[src/rtl/buraq_rf_wb_arbiter.sv]
// rtl/buraq_rf_wb_arbiter.sv - round-robin writeback arbiter with register-file write port and RAW scoreboard
module buraq_rf_wb_arbiter #(
  parameter int DataWidth = 32,
  parameter int NumSrc    = 3
) (
  input  logic                                clk_i,
  input  logic                                rst_ni,
  input  logic [NumSrc-1:0]                   wb_valid_i,
  input  logic [NumSrc-1:0][4:0]              wb_addr_i,
  input  logic [NumSrc-1:0][DataWidth-1:0]    wb_data_i,
  output logic [NumSrc-1:0]                   wb_ready_o,
  input  logic                                issue_i,
  input  logic [4:0]                          issue_rd_i,
  input  logic [4:0]                          raddr_a_i,
  input  logic [4:0]                          raddr_b_i,
  output logic                                stall_o,
  output logic [4:0]                          waddr_a_o,
  output logic [DataWidth-1:0]                wdata_a_o,
  output logic                                we_a_o,
  output logic [31:0]                         busy_o
);

  localparam int PtrW = (NumSrc > 1) ? $clog2(NumSrc) : 1;

  logic [PtrW-1:0]      rr_ptr_q, rr_ptr_d;
  logic [NumSrc-1:0]    grant;
  logic [PtrW-1:0]      gnt_idx;
  logic                 gnt_any;
  logic [PtrW:0]        sum;
  logic [PtrW-1:0]      idx;
  logic [4:0]           gnt_addr;
  logic [DataWidth-1:0] gnt_data;
  logic [31:0]          busy_q, busy_d;

  // Search from rr_ptr upward (wrapping); the first valid source wins.
  always_comb begin
    grant   = '0;
    gnt_idx = '0;
    gnt_any = 1'b0;
    sum     = '0;
    idx     = '0;
    for (int k = 0; k < NumSrc; k++) begin
      sum = {1'b0, rr_ptr_q} + (PtrW+1)'(k);
      if (sum >= (PtrW+1)'(NumSrc)) sum = sum - (PtrW+1)'(NumSrc);
      idx = sum[PtrW-1:0];
      if (!gnt_any && rst_ni && wb_valid_i[idx]) begin
        grant[idx] = 1'b1;
        gnt_idx    = idx;
        gnt_any    = 1'b1;
      end
    end
  end

  assign wb_ready_o = grant;
  assign gnt_addr   = wb_addr_i[gnt_idx];
  assign gnt_data   = wb_data_i[gnt_idx];

  always_comb begin
    rr_ptr_d = rr_ptr_q;
    if (gnt_any) begin
      rr_ptr_d = (gnt_idx == PtrW'(NumSrc - 1)) ? '0 : gnt_idx + 1'b1;
    end
  end

  // Clear on writeback first so a same-cycle issue to the same register keeps it busy.
  always_comb begin
    busy_d = busy_q;
    if (gnt_any) busy_d[gnt_addr] = 1'b0;
    if (issue_i) busy_d[issue_rd_i] = 1'b1;
    busy_d[0] = 1'b0;
  end

  always_ff @(posedge clk_i or negedge rst_ni) begin
    if (!rst_ni) begin
      rr_ptr_q  <= '0;
      busy_q    <= '0;
      we_a_o    <= 1'b0;
      waddr_a_o <= '0;
      wdata_a_o <= '0;
    end else begin
      rr_ptr_q <= rr_ptr_d;
      busy_q   <= busy_d;
      we_a_o   <= 1'b0;
      if (gnt_any && gnt_addr != 5'd0) begin
        we_a_o    <= 1'b1;
        waddr_a_o <= gnt_addr;
        wdata_a_o <= gnt_data;
      end
    end
  end

  assign busy_o  = busy_q;
  assign stall_o = rst_ni & (busy_q[raddr_a_i] | busy_q[raddr_b_i]);

endmodule

[config.mk]
export PLATFORM = sky130hd
export DESIGN_NAME = buraq_rf_wb_arbiter
export DESIGN_NICKNAME = d
export VERILOG_FILES = /design/src/rtl/buraq_rf_wb_arbiter.sv
export SDC_FILE = /design/constraint.sdc
export NUM_CORES = 1
export LEC_CHECK = 0
export BUFFER_PORTS_ARGS = -buffer_cell sky130_fd_sc_hd__buf_2
export CORE_MARGIN = 2
export CORE_UTILIZATION = 30
export CTS_CLUSTER_SIZE = 28
export DETAILED_ROUTE_END_ITERATION = 12
export HOLD_SLACK_MARGIN = 0.15
export PLACE_DENSITY = 0.59
export RECOVER_POWER = 100
export SETUP_SLACK_MARGIN = 0.3
export SLEW_MARGIN = 0
export SYNTH_ARGS = -nofsm -noshare
export SYNTH_HDL_FRONTEND = slang
export SYNTH_SLANG_ARGS = --single-unit
[constraint.sdc]
create_clock -name clk_i -period 4.1 [get_ports clk_i]
set_input_delay 0 -clock clk_i [delete_from_list [all_inputs] [get_ports clk_i]]
set_output_delay 0 -clock clk_i [all_outputs]
set_load 0.02 [all_outputs]
==> metrics <==
I/O Buffers ~200; sw frac 0.448; Final period util 0.907; Die X 130 µm; antenna cells 0; Final Skew between 0.004 and 0.005 ns; commonest non-fill, non-tap cells in the layout buf_2 (131), o21ai_0 (81), clkbuf_1 (76), dlygate4sd3_1 (74), dfrtp_1 (71); Peak VDD IR between 0.0003 and 0.0004 V; failing checks capacitance limit, slew limit; total routed wirelength approximately 16 mm; # fillers around 1500; syn_area_per_cell ~10 µm²; CTS tree built; Mapped Area between 4000 and 5000 µm²; floorplan core area 15300 µm²; post-CTS setup buffer count 0; metal1 wirelength roughly 6 mm; xor-xnor portion of the synthesized cell area 0; Yosys reg bits slightly above 70; Setup CP Type flip-flop to flip-flop; Residual DRC 0; root buf cell clkbuf_16; status finished with violations; GPL Wtd Cong 0.914; drt pass-1 iters 4; Clock power frac 0.162; largest net degree at the start of global routing 70; Slew headroom -0.638; metal2 WL 8.42 mm; synthesis-to-finish area growth 45.4%; leakage power between 2 and 3 nW; Post-synth EDFFs 0; first-pass GRT wire length between 20 and 30 mm; Sink Count 71; Int Power around 2.7 mW; met3 wire len 907 µm; clk_lat worst skew about 0.33 ns; gr usage total 0.191; switching power between 2 and 2.5 mW; nets@finish 864; Final Hold Viols 0; Detailed Route Iter0 Violations about 230; Compound-Gate Fraction of Synth Area 0.222; Adder-Cell Fraction of Synth Area 0.0106; Seq pwr share 0.280; Critical Path End Type flip-flop; arrival time of the worst setup path roughly 3.9 ns; wire per inst 16.8 µm; Critical Path Source Type flip-flop; routed vias/inst ~5.2; MaxCap Viol Count 1; Slew Viols, Final 47; initial antenna violation count 0; warnings from Yosys 0; ys async rst share 1.00; Netlist cell types slightly below 60; GR Overflow Total 0; Synth top area share 0.375; Post-Route Setup TNS 0 ns; Simple-Gate Fraction of Synth Area 0.105; clock slew at reported path FFs roughly 0.060 ns; Fmax ~270 MHz; Worst Tran Pin Value about 2.5 ns; Finish-stage setup viols 0; Top Ports 206; worst hold path type input pin to flip-flop; chip height roughly 130 µm; crit path time final approximately 3.7 ns; DR vias 4935; Combinational Power Share 0.558; Top FF cell, synth dfrtp_1; WP data required between 4 and 5 ns; mux cell area share after synthesis 0.244; RSZ-0062 raised after global routing false; Starting Density 0.310; CTS Buf Count 9; H-tree depth 3; Longest Clk Path Bufs 2; vias in the first global route around 5100; Area contributors post-synth dfrtp_1 (37%), mux4_2 (8.5%), o21ai_0 (8.1%), mux2i_1 (7.8%), mux2_1 (6.4%); reg2reg setup slack between 0.3 and 0.4 ns; post-synth top area cell dfrtp_1; post-synthesis sequential area ratio 0.375; uppermost routed layer met4; commonest non-fill, non-tap cell in the layout buf_2; Post-Syn Instances roughly 460; largest family of logic cells by synthesized area multiplexers; Core Rows 45; PwrDens 708 nW/µm²; Post-DP HPWL 11.6 mm; Pwr Total approximately 4.9 mW; final worst slack roughly 0.38 ns; syn_nets ~600; Place WS 0.577 ns; crit-path max FO 35; die area approximately 17000 µm²; layout cells sized above 1 0.261; antenna viol nets, final 0
==> flip-flops by register name, summed over array words and instances, names as in the netlist <==
| name | flops |
|---|---|
| wdata_a_o | 32 |
| waddr_a_o | 5 |
| busy_o | 31 |
| rr_ptr_q | 2 |
| we_a_o | 1 |
==> synth_stat cells (7+ instances only) <==
cell       n
nand3b_1   9
mux4_2    18
mux2i_1   37
mux2_2     7
nand2b_1   7
clkbuf_1  12
mux2_1    27
buf_2     10
dfrtp_1   71
o21ai_0   77
o31ai_1   20
nand2_1   50
nor2_1     7
a21oi_1   14
o41ai_1   12
==> cells by family (layout without fill, tap and decap cells) <==
| family | after synthesis | in the layout |
|---|---|---|
| buf+inv | 37 | 308 |
| simple gates | 97 | 97 |
| fa+ha+maj | 4 | 4 |
| other cells | 1 | 1 |
| mux | 89 | 89 |
| compound gates | 162 | 162 |
| flops | 71 | 71 |
==> worst max-delay path, stage by stage (launching register included) <==
cell           delay, ns
dfrtp_1             0.39
inv_1               0.08
ha_1                0.44
or3b_1              0.44
o31a_1              0.35
nand2_1             0.27
buf_8               0.34
mux2i_1             0.23
o21ai_0             0.10
dlygate4sd3_1       0.59
mux2_1              0.31
==> power groups by stage <==
stage | Clock (mW) | Sequential, mW | Combinational (mW)
after global routing | 0.846 | 1.41 | 2.97
after CTS | 0.809 | 1.36 | 2.82
final | 0.791 | 1.37 | 2.73
after detailed placement | 0 | 1.36 | 2.59
after floorplan | 0 | 1.71 | 1.37
after global placement | 0 | 1.35 | 2.53
==> repair_timing <==
action / CTS / global route
resized for setup: 0 / 5
hold endpoints to repair: 90 / 0
endpoints found under the setup margin: 0 / 48
hold buffers: 74 / 0
==> final timing paths <==
kind | start | end | cells past startpoint
setup / recovery | rr_ptr_q[0] | wdata_a_o[26] | 10
hold / removal | wb_data_i[77] | wdata_a_o[13] | 4
setup reg to reg | rr_ptr_q[0] | wdata_a_o[26] | 10
hold reg to reg | wdata_a_o[12] | wdata_a_o[12] | 1
max in group asynchronous | rst_ni | busy_o[12] | 3
min in group asynchronous | rst_ni | rr_ptr_q[1] | 2
==> layout make-up <==
class | count | area, µm² | share of cell area
Multi-Input combinational cell | 353 | 2770 | 0.402
Sequential cell | 71 | 1780 | 0.258
Timing Repair Buffer | 286 | 1760 | 0.255
Tap cell | 211 | 264 | 0.0383
Clock buffer | 12 | 256 | 0.0372
Clock inverter | 3 | 42.5 | 0.00617
Inverter | 7 | 26.3 | 0.00381
==> routing by layer <==
metal,up-vias,GRT usage
li1,2313,-
met1,2370,0.212
met2,214,0.358
met3,38,0.0426
met4,0,0.0670
met5,-,0
==> through the flow <==
stage | util | hold slack [ns] | instance area [µm²] | std cells
after floorplan | - | -0.296 | 4740 | 461
after global placement | 0.388 | -0.0300 | 5940 | 854
after detailed placement | 0.388 | -0.0180 | 5940 | 854
after CTS | 0.456 | 0.150 | 6980 | 943
after global routing | 0.450 | 0.172 | 6890 | 943
final | 0.450 | 0.149 | 6890 | 943
Note: power is estimated with default switching activity, not from simulation.
